File: src/rtl/uart_pkg.sv
// uart_pkg
// Shared constants for the UART baud-rate generator: default divisor widths
// and the tx prescaler terminal counts for 16x and 8x oversampling.
package uart_pkg;

  // Default width of the integer part of the oversample divisor.
  localparam int BRD_INT_W  = 12;
  // Default width of the fractional part, in sixteenths of a pclk cycle.
  localparam int BRD_FRAC_W = 4;

  // A bit lasts 16 oversample ticks, so the bit strobe fires when the
  // prescaler shows 15.
  localparam logic [3:0] OVS16_LAST = 4'd15;
  // In 8x mode a bit lasts 8 ticks, so only the low three prescaler bits
  // are compared.
  localparam logic [2:0] OVS8_LAST  = 3'd7;

endpackage

File: src/rtl/uart_frac_div.sv
// uart_frac_div
// Fractional divider that produces the oversampling strobe. The period is
// sh_int cycles, stretched by one cycle whenever the fraction accumulator
// overflows. The average period is therefore sh_int + sh_frac/16 cycles.
//
// Ports:
//   pclk        system clock, rising edge
//   prst        asynchronous active-high reset
//   en_i        UART enable; low holds the divider cleared (shadow retained)
//   brdInt_i    integer divisor input
//   brdFrac_i   fractional divisor input (sixteenths)
//   brdWr_i     one-cycle divisor write pulse
//   rxShift_o   one-cycle oversample strobe
//   cfgErr_o    enabled with an active integer divisor of zero
module uart_frac_div
  import uart_pkg::*;
#(
  parameter int INT_W  = BRD_INT_W,
  parameter int FRAC_W = BRD_FRAC_W
) (
  input  logic              pclk,
  input  logic              prst,
  input  logic              en_i,
  input  logic [INT_W-1:0]  brdInt_i,
  input  logic [FRAC_W-1:0] brdFrac_i,
  input  logic              brdWr_i,
  output logic              rxShift_o,
  output logic              cfgErr_o
);

  logic [INT_W-1:0]  shIntQ, shIntD;
  logic [FRAC_W-1:0] shFracQ, shFracD;
  logic [INT_W-1:0]  stIntQ, stIntD;
  logic [FRAC_W-1:0] stFracQ, stFracD;
  logic              pendQ, pendD;
  logic [INT_W-1:0]  cntQ, cntD;
  logic [FRAC_W-1:0] accQ, accD;
  logic              carryQ, carryD;

  logic              intZero;
  logic [INT_W:0]    lenM1;
  logic              rxShift;
  logic [FRAC_W:0]   accSum;
  logic [INT_W-1:0]  nxtInt;
  logic [FRAC_W-1:0] nxtFrac;
  logic              wrPend;
  logic              applyDiv;

  // Strobe decode and divider update. A write arriving in the same cycle as
  // a strobe is forwarded straight into the shadow, so it governs the very
  // next period. With a zero divisor no strobe can ever come, so a pending
  // divisor is applied at once instead of waiting for one.
  always_comb begin
    shIntD  = shIntQ;
    shFracD = shFracQ;
    stIntD  = stIntQ;
    stFracD = stFracQ;
    pendD   = pendQ;
    cntD    = cntQ;
    accD    = accQ;
    carryD  = carryQ;

    intZero  = (shIntQ == '0);
    lenM1    = {1'b0, shIntQ} + {{INT_W{1'b0}}, carryQ} - {{INT_W{1'b0}}, 1'b1};
    rxShift  = en_i & ~intZero & ({1'b0, cntQ} == lenM1);
    accSum   = {1'b0, accQ} + {1'b0, shFracQ};
    nxtInt   = brdWr_i ? brdInt_i  : stIntQ;
    nxtFrac  = brdWr_i ? brdFrac_i : stFracQ;
    wrPend   = brdWr_i | pendQ;
    applyDiv = en_i & wrPend & (rxShift | intZero);

    if (!en_i) begin
      cntD   = '0;
      accD   = '0;
      carryD = 1'b0;
      pendD  = 1'b0;
      if (brdWr_i) begin
        shIntD  = brdInt_i;
        shFracD = brdFrac_i;
      end
    end else begin
      stIntD  = nxtInt;
      stFracD = nxtFrac;
      pendD   = wrPend;
      if (rxShift) begin
        cntD             = '0;
        {carryD, accD}   = accSum;
      end else if (intZero) begin
        cntD = '0;
      end else begin
        cntD = cntQ + 1'b1;
      end
      if (applyDiv) begin
        shIntD  = nxtInt;
        shFracD = nxtFrac;
        accD    = '0;
        carryD  = 1'b0;
        pendD   = 1'b0;
      end
    end
  end

  // Divider state register.
  always_ff @(posedge pclk or posedge prst) begin
    if (prst) begin
      shIntQ  <= '0;
      shFracQ <= '0;
      stIntQ  <= '0;
      stFracQ <= '0;
      pendQ   <= 1'b0;
      cntQ    <= '0;
      accQ    <= '0;
      carryQ  <= 1'b0;
    end else begin
      shIntQ  <= shIntD;
      shFracQ <= shFracD;
      stIntQ  <= stIntD;
      stFracQ <= stFracD;
      pendQ   <= pendD;
      cntQ    <= cntD;
      accQ    <= accD;
      carryQ  <= carryD;
    end
  end

  assign rxShift_o = rxShift;
  assign cfgErr_o  = en_i & intZero;

endmodule

File: src/rtl/uart_baud_gen.sv
// uart_baud_gen
// Baud-rate generator top: fractional divider for the oversample strobe plus
// a 4-bit tx prescaler that turns every 16th (or 8th) oversample strobe into
// a bit strobe.
//
// Ports:
//   pclk          system clock, rising edge
//   prst          asynchronous active-high reset
//   apb_en        UART enable; low holds the block cleared
//   apb_bsel      0: 16x oversampling, 1: 8x oversampling
//   apb_brd_int   integer part of the oversample period (pclk cycles)
//   apb_brd_frac  fractional part of the period (sixteenths)
//   apb_brd_wr    one-cycle divisor write pulse
//   brg_rx_shift  one-cycle oversample strobe
//   brg_tx_shift  one-cycle bit strobe, coincident with an rx strobe
//   brg_cfg_err   enabled with an active integer divisor of zero
module uart_baud_gen
  import uart_pkg::*;
#(
  parameter int BRD_INT_W  = uart_pkg::BRD_INT_W,
  parameter int BRD_FRAC_W = uart_pkg::BRD_FRAC_W
) (
  input  logic                  pclk,
  input  logic                  prst,
  input  logic                  apb_en,
  input  logic                  apb_bsel,
  input  logic [BRD_INT_W-1:0]  apb_brd_int,
  input  logic [BRD_FRAC_W-1:0] apb_brd_frac,
  input  logic                  apb_brd_wr,
  output logic                  brg_rx_shift,
  output logic                  brg_tx_shift,
  output logic                  brg_cfg_err
);

  logic       rxShift;
  logic [3:0] txCntQ, txCntD;
  logic       txHit;

  uart_frac_div #(
    .INT_W  (BRD_INT_W),
    .FRAC_W (BRD_FRAC_W)
  ) uFracDiv (
    .pclk      (pclk),
    .prst      (prst),
    .en_i      (apb_en),
    .brdInt_i  (apb_brd_int),
    .brdFrac_i (apb_brd_frac),
    .brdWr_i   (apb_brd_wr),
    .rxShift_o (rxShift),
    .cfgErr_o  (brg_cfg_err)
  );

  // The prescaler is never reset on a bsel change, so switching modes
  // simply moves the terminal count the next bit strobe waits for.
  always_comb begin
    txCntD = txCntQ;
    if (!apb_en) begin
      txCntD = '0;
    end else if (rxShift) begin
      txCntD = txCntQ + 4'd1;
    end
    txHit = apb_bsel ? (txCntQ[2:0] == OVS8_LAST) : (txCntQ == OVS16_LAST);
  end

  // Tx prescaler register.
  always_ff @(posedge pclk or posedge prst) begin
    if (prst) begin
      txCntQ <= '0;
    end else begin
      txCntQ <= txCntD;
    end
  end

  assign brg_rx_shift = rxShift;
  assign brg_tx_shift = rxShift & txHit;

endmodule
File: config.mk
export PLATFORM = sky130hd
export DESIGN_NAME = uart_baud_gen
export DESIGN_NICKNAME = d
export VERILOG_FILES = /design/src/rtl/uart_pkg.sv /design/src/rtl/uart_frac_div.sv /design/src/rtl/uart_baud_gen.sv
export SDC_FILE = /design/constraint.sdc
export NUM_CORES = 1
export LEC_CHECK = 0
export BUFFER_PORTS_ARGS = -buffer_cell sky130_fd_sc_hd__buf_2
export CAP_MARGIN = 20
export CORE_MARGIN = 10
export CORE_UTILIZATION = 30
export CTS_CLUSTER_SIZE = 16
export DETAILED_ROUTE_END_ITERATION = 7
export GPL_TIMING_DRIVEN = 0
export MAX_ROUTING_LAYER = met4
export SYNTH_ARGS = -nofsm -noshare
export SYNTH_HDL_FRONTEND = slang
export SYNTH_SLANG_ARGS = --single-unit
File: constraint.sdc
create_clock -name pclk -period 3.3 [get_ports pclk]
set_input_delay 0.495 -clock pclk [delete_from_list [all_inputs] [get_ports pclk]]
set_output_delay 0.495 -clock pclk [all_outputs]
set_load 0.05 [all_outputs]
==> summary.md, run 1 <==
| Metric | Value |
|---|---|
| Num CTS Buffers | `5` |
| Fraction of layout cells with a size suffix above 1 | `31.8%` |
| Post-Syn Nets | `315` |
| Area grow syn2layout | `19.8%` |
| Root buf cell | `clkbuf_8` |
| TritonRoute pass-1 iters | `4` |
| Dpl ws | `-0.292 ns` |
| Final Hold Fails | `0` |
| Startpoint Class | `register` |
| I/O pin cnt | `24` |
| RSZ-0062 raised after global routing | `true` |
| Grt total ovfl | `0` |
| Netlist cell types | `50` |
| Ys async rst share | `100%` |
| Rows | `36` |
| HPWL after DPL | `approximately 4800 um` |
| Max VDD drop | `around 0.0003 V` |
| Post-route DRC | `0` |
| Worst slew margin | `48.7%` |
| Max-slew violations | `0` |
| Status | `complete, but fails checks` |
| Core ar. | `9910 um2` |
| Total GRT Usage | `9.49%` |
| Post-synth top flop | `dfrtp_1` |
| Min cycle time layout | `3.35 ns` |
| CP arrival | `2.85 ns` |
| Setup WS post-layout | `-0.0477 ns` |
| Die extent in y | `121 um` |
| Worst skew pair latency | `a little over 0.3 ns` |
| Clk sinks | `54` |
| Worst-Margin Slew | `0.769 ns` |
| Starting Density | `a little under a third` |
| Hold crit path type | `in2async` |
| WS Path Type | `reg2out` |
| Global-route wire length before repair | `11,400 um` |
| Fmax | `299 MHz` |
| Routed Antenna Nets | `0` |
| Initial antenna violation count | `0` |
| Routed Wire Length | `6570 um` |
| Sequential-to-total area share from yosys stat | `43.8%` |
| Synth Area per Inst | `10.9 um2` |
| Worst Skew | `0.00732 ns` |
| Post-synth EDFFs | `0` |
| Non-Filler Cell Area, Final | `3690 um2` |
| Largest net degree at the start of global routing | `37` |
| CP Max Fanout | `4` |
| Routed vias | `2,242` |
| Inserted Diodes | `0` |
| Routed wire per std cell | `14.5 um` |
| Synth warn | `0` |
| CTS tree | `built` |
| Post-DP Area | `3380 um2` |
| GP Congestion | `0.778` |
| Final hold slack | `0.178 ns` |
| Fin nets | `between 300 and 400` |
| Finish-stage setup viols | `2` |
| Part of the cycle the worst path needs | `101%` |
| Post-synthesis instance total | `284` |
| Vias per cell | `4.94` |
| Port Buf Inserts | `22` |
| Synth Cell Area | `3080 um2` |
| Number of global-route vias before repair | `2,367` |
| Die Wd | `about 120 um` |
| Leak | `0.00162 uW` |
| H-tree depth | `2` |
| Worst-path clk slew | `0.11 ns` |
| Die ar. | `14,700 um2` |
| CP required | `2.80 ns` |
| Max Cap Violations | `0` |
| Clock buffer depth | `2` |
| Yosys reg bits | `54` |
| Failing checks | `setup timing` |
| Drt first-iter violations | `154` |
| CP endpoint kind | `output pin` |
| PD cells | `433 nW/um2` |
cell usage in the layout, fill, tap and decap left out, drive strengths merged, types with 7 or more instances in the layout:
master / Yosys / routed
buf: 5 / 35
nand3: 11 / 11
xor2: 12 / 12
xnor2: 11 / 11
nand2: 13 / 13
clkbuf: 12 / 16
a31oi: 7 / 7
dfrtp: 54 / 54
and3: 7 / 7
mux2: 37 / 37
ha: 9 / 9
nor2: 19 / 19
o31ai: 7 / 7
metal layers:
layer	track usage [%]	wire length, um	up-vias
met5	-	0	-
met1	12.0	3150	1100
li1	-	-	1096
met4	1.79	42	0
met3	1.68	179	5
met2	15.6	3190	41
per-stage QoR:
stage	instances	util (%)	setup TNS, ns	power, uW
after detailed placement	440	34.1	-0.675	1110
final	454	37.2	-0.0514	1600
after floorplan	284	-	0	1030
after CTS	456	37.1	-0.138	1610
after global placement	439	33.9	-0.678	1090
after global routing	454	37.2	-0.235	1690
sequential cells by signal, summed over array words and instances, names as in the netlist:
| register | cells |
|---|---|
| uFracDiv.cntQ | 12 |
| uFracDiv.shIntQ | 12 |
| uFracDiv.carryQ | 1 |
| uFracDiv.shFracQ | 4 |
| uFracDiv.accQ | 4 |
| txCntQ | 4 |
| uFracDiv.stFracQ | 4 |
| uFracDiv.stIntQ | 12 |
| uFracDiv.pendQ | 1 |
critical path, stage by stage (launching register included):
cell and delay [ns]:
dfrtp_1 0.41, inv_2 0.08, ha_4 0.14, ha_4 0.13
or3b_4 0.39, or4_4 0.49, a22oi_2 0.24, o2111ai_2 0.15
buf_6 0.17, buf_8 0.12, nor2_4 0.08, buf_8 0.15
cell families (layout without fill, tap and decap cells):
logic type	Yosys count	count (layout)	share of synthesized area (%)
AND/OR/NAND/NOR	86	86	15.7
adder cells (fa/ha/maj)	10	10	4.30
buffers and inverters	22	59	3.17
flip-flops	54	54	43.8
AO/OA/AOI/OAI	46	46	11.0
multiplexers	43	43	15.5
XOR/XNOR	23	23	6.54
layout make-up:
type                    instances  area [um2]
multi-input cells             208        1750
clock inverters                 3        48.8
well taps                     133         166
inverters                       5        18.8
repair buffers                 31         206
flip-flops and latches         54        1350
fillers                      1015        6220
plain buffers                  15        83.8
clock buffers                   5        68.8
power by group:
part           total [uW]  internal, uW  switching, uW
clock network         469           232            238
registers             798           732           65.4
logic                 330           171            159
synth_stat cells (all sizes together) (2+ instances only):
library cell	instances	area share, %
o2111ai	2	0.57
dfrtp	54	44
a21oi	6	1.3
a22o	5	1.4
or2	3	0.61
xnor2	11	3.1
nand3b	2	0.49
mux2i	6	1.9
a21boi	4	0.97
o211ai	2	0.49
ha	9	3.7
nor3b	3	0.73
nand4b	2	0.57
inv	5	0.61
nand3	11	1.8
xor2	12	3.4
mux2	37	14
or3b	2	0.57
nand2	13	1.6
o21ai	3	0.49
clkbuf	12	1.5
buf	5	1.1
nor2b	2	0.41
o31ai	7	1.7
or4	3	0.73
nor2	19	2.3
and3	7	1.4
nor4	5	1.0
a22oi	2	0.49
and2	3	0.61
a21o	4	0.97
a31oi	7	1.4
nand2b	3	0.61
worst paths after layout:
kind                            cells after the start                      startpoint  slack, ns                               to
worst max-delay path                               11  uFracDiv.shIntQ[0]$_DFFE_PP0P_      -0.05                     brg_tx_shift
worst min-delay path                                2                            prst       0.18       uFracDiv.cntQ[4]$_DFF_PP0_
worst max register to register                     11  uFracDiv.shIntQ[0]$_DFFE_PP0P_       0.12   uFracDiv.shIntQ[8]$_DFFE_PP0P_
worst min register to register                      1           txCntQ[3]$_DFFE_PP0P_       0.50            txCntQ[3]$_DFFE_PP0P_
max in group asynchronous                           3                            prst       2.59     uFracDiv.accQ[3]$_DFFE_PP0P_
min in group pclk                                   2                 apb_brd_frac[0]       0.42  uFracDiv.stFracQ[0]$_DFFE_PP0P_
what timing repair did:
item | in CTS | in global routing
buffers inserted | 8 | 0
hold buffers | 0 | 0
gates resized for setup | 27 | 6
endpoints found under the setup margin | 13 | 13
pin swaps | 6 | 5
(Power assumes the default switching activity.)
==> run 2, diff against run 1 <==
--- a/config.mk
+++ b/config.mk
@@ -8,7 +8,7 @@
 export BUFFER_PORTS_ARGS = -buffer_cell sky130_fd_sc_hd__buf_2
 export CAP_MARGIN = 20
 export CORE_MARGIN = 10
-export CORE_UTILIZATION = 30
+export CORE_UTILIZATION = 40
 export CTS_CLUSTER_SIZE = 16
 export DETAILED_ROUTE_END_ITERATION = 7
 export GPL_TIMING_DRIVEN = 0
==> summary.md, run 2 (synthesis gave the netlist of run 1 again) <==
| Metric | Value |
|---|---|
| Dpl ws | `-0.230 ns (+0.0622 ns)` |
| Die Wd | `108 um (-11%)` |
| Part of the cycle the worst path needs | `100% (-1.3 points)` |
| Inserted Diodes | `0 (unchanged)` |
| Min cycle time layout | `3.31 ns (-0.0418 ns)` |
| Routed wire per std cell | `15.3 um (+5.8%)` |
| Max-slew violations | `0 (unchanged)` |
| Number of global-route vias before repair | `2,317 (-2.1%)` |
| Largest registers | `uFracDiv.cntQ (12), uFracDiv.shIntQ (12), uFracDiv.stIntQ (12)` |
| Status | `complete, but fails checks` |
| Failing checks | `setup timing` |
| Area grow syn2layout | `19.0%` |
| Port Buf Inserts | `22 (unchanged)` |
| Initial antenna violation count | `0 (unchanged)` |
| Die extent in y | `108 um (-11%)` |
| Routed Antenna Nets | `0 (unchanged)` |
| CP Max Fanout | `4 (unchanged)` |
| Rows | `31 (-14%)` |
| Max Cap Violations | `0 (unchanged)` |
| Routed Wire Length | `6460 um (-1.7%)` |
| H-tree depth | `2 (unchanged)` |
| PD cells | `418 nW/um2 (-3.4%)` |
| Vias per cell | `5.30 (+7.3%)` |
| Most common cell after layout, fill and taps aside | `dfrtp_1` |
| Root buf cell | `clkbuf_8` |
| Post-CTS Hold Buffers | `0 (unchanged)` |
| TritonRoute pass-1 iters | `4 (unchanged)` |
| Max VDD drop | `0.000240 V (-22%)` |
| I/O pin cnt | `24 (unchanged)` |
| Worst Skew | `0.00881 ns (+0.00149 ns)` |
| WS Path Type | `reg2out` |
| CP arrival | `2.81 ns (-0.04 ns)` |
| GP Congestion | `0.761 (-2.2%)` |
| Core ar. | `7370 um2 (-26%)` |
| Drt first-iter violations | `195 (+27%)` |
| Final hold slack | `0.140 ns (-0.0386 ns)` |
| Post-route DRC | `0 (unchanged)` |
| Hold crit path type | `in2async` |
| Final Hold Fails | `0 (unchanged)` |
| Largest net degree at the start of global routing | `41 (+11%)` |
| CP endpoint kind | `output pin` |
| Fmax | `302 MHz (+1.3%)` |
| HPWL after DPL | `4720 um (-1.4%)` |
| RSZ-0062 raised after global routing | `true` |
| Die ar. | `11,600 um2 (-21%)` |
| Starting Density | `41.8% (+11 points)` |
| Total GRT Usage | `11.9% (+2.4 points)` |
| Setup WS post-layout | `-0.00592 ns (+0.0418 ns)` |
| Most frequent cells in the layout | `dfrtp_1 (54), mux2_2 (35), buf_2 (21)` |
| Clk sinks | `54 (unchanged)` |
| Worst-path clk slew | `0.10 ns (about the same)` |
| Finish-stage setup viols | `1 (-1)` |
| Clock buffer depth | `2 (unchanged)` |
| Worst-Margin Slew | `0.698 ns (-0.0715 ns)` |
| Fin nets | `353 (+0.57%)` |
| Grt total ovfl | `0 (unchanged)` |
| Startpoint Class | `register` |
| Worst slew margin | `53.5% (+4.8 points)` |
| Non-Filler Cell Area, Final | `3670 um2 (-0.64%)` |
| Leak | `0.00164 uW (+1.0%)` |
| Num CTS Buffers | `5 (unchanged)` |
| CP required | `2.80 ns (about the same)` |
| Post-DP Area | `3340 um2 (-1.3%)` |
| Global-route wire length before repair | `11,100 um (-2.7%)` |
| Worst skew pair latency | `0.30 ns (about the same)` |
| Fraction of layout cells with a size suffix above 1 | `31.9% (+0.11 points)` |
| CTS tree | `built` |
| Routed vias | `2,237 (-0.22%)` |
## run 2: changes by cell type in the layout (fill, tap and decap cells not counted), sizes merged
cell      before  now
clkinvlp       1    0
clkbuf        16   18
buf           35   37
bufinv         1    0
## run 2: layout make-up
type,instances,area (um2)
buffer,15,83.8
clock buffer,7,86.3
clock inverter,1,8.76
fill,693,3700
inverter,5,18.8
multi-input combinational,208,1770
sequential,54,1350
tap,99,124
timing repair buffer,33,225
## run 2: routing by layer
layer	track usage, %	share of wire [%]	vias to the layer above
met4	3.44	1.1	0
met5	-	0	-
met1	15.2	48	1082
li1	-	-	1113
met3	1.80	2.9	5
met2	18.9	48	37
## run 2: final timing paths
kind	startpoint	to	slack (ns)	cells after the start
setup reg to reg	uFracDiv.shIntQ[0]$_DFFE_PP0P_	uFracDiv.shFracQ[1]$_DFFE_PP0P_	0.12	11
min in group pclk	apb_brd_int[11]	uFracDiv.stIntQ[11]$_DFFE_PP0P_	0.43	2
max in group asynchronous	prst	uFracDiv.stIntQ[0]$_DFFE_PP0P_	2.64	3
hold reg to reg	txCntQ[3]$_DFFE_PP0P_	txCntQ[3]$_DFFE_PP0P_	0.49	1
setup / recovery	uFracDiv.shIntQ[0]$_DFFE_PP0P_	brg_tx_shift	-0.006	11
hold / removal	prst	uFracDiv.stIntQ[11]$_DFFE_PP0P_	0.14	2
## run 2: critical path: stages, from the launching register on
cell and delay, ns:
dfrtp_1 0.41, inv_2 0.08, ha_4 0.15, ha_4 0.13, or3b_4 0.38, or4_4 0.49
a22oi_2 0.20, o2111ai_2 0.16, buf_6 0.17, buf_8 0.11, nor2_4 0.08, buf_8 0.15
## run 2: repair_timing
item | 4_1_cts | 5_1_grt
setup buffers | 7 | 3
endpoints found under the hold margin | 0 | 0
endpoints found under the setup margin | 12 | 12
pin swaps | 6 | 4
resized for setup | 28 | 8
## run 2: power by group
group | switching, uW | internal, uW
combinational | 161 | 180
clock | 218 | 174
sequential | 67.8 | 732
## run 2: stage by stage
stage	setup TNS, ns	utilization [%]	total power [uW]	instances
after floorplan	0	-	1030	284
after global placement	-0.487	45.0	1090	405
after detailed placement	-0.450	45.3	1110	406
after CTS	-0.128	48.9	1530	421
after global routing	-0.170	49.8	1620	422
final	-0.00592	49.8	1530	422
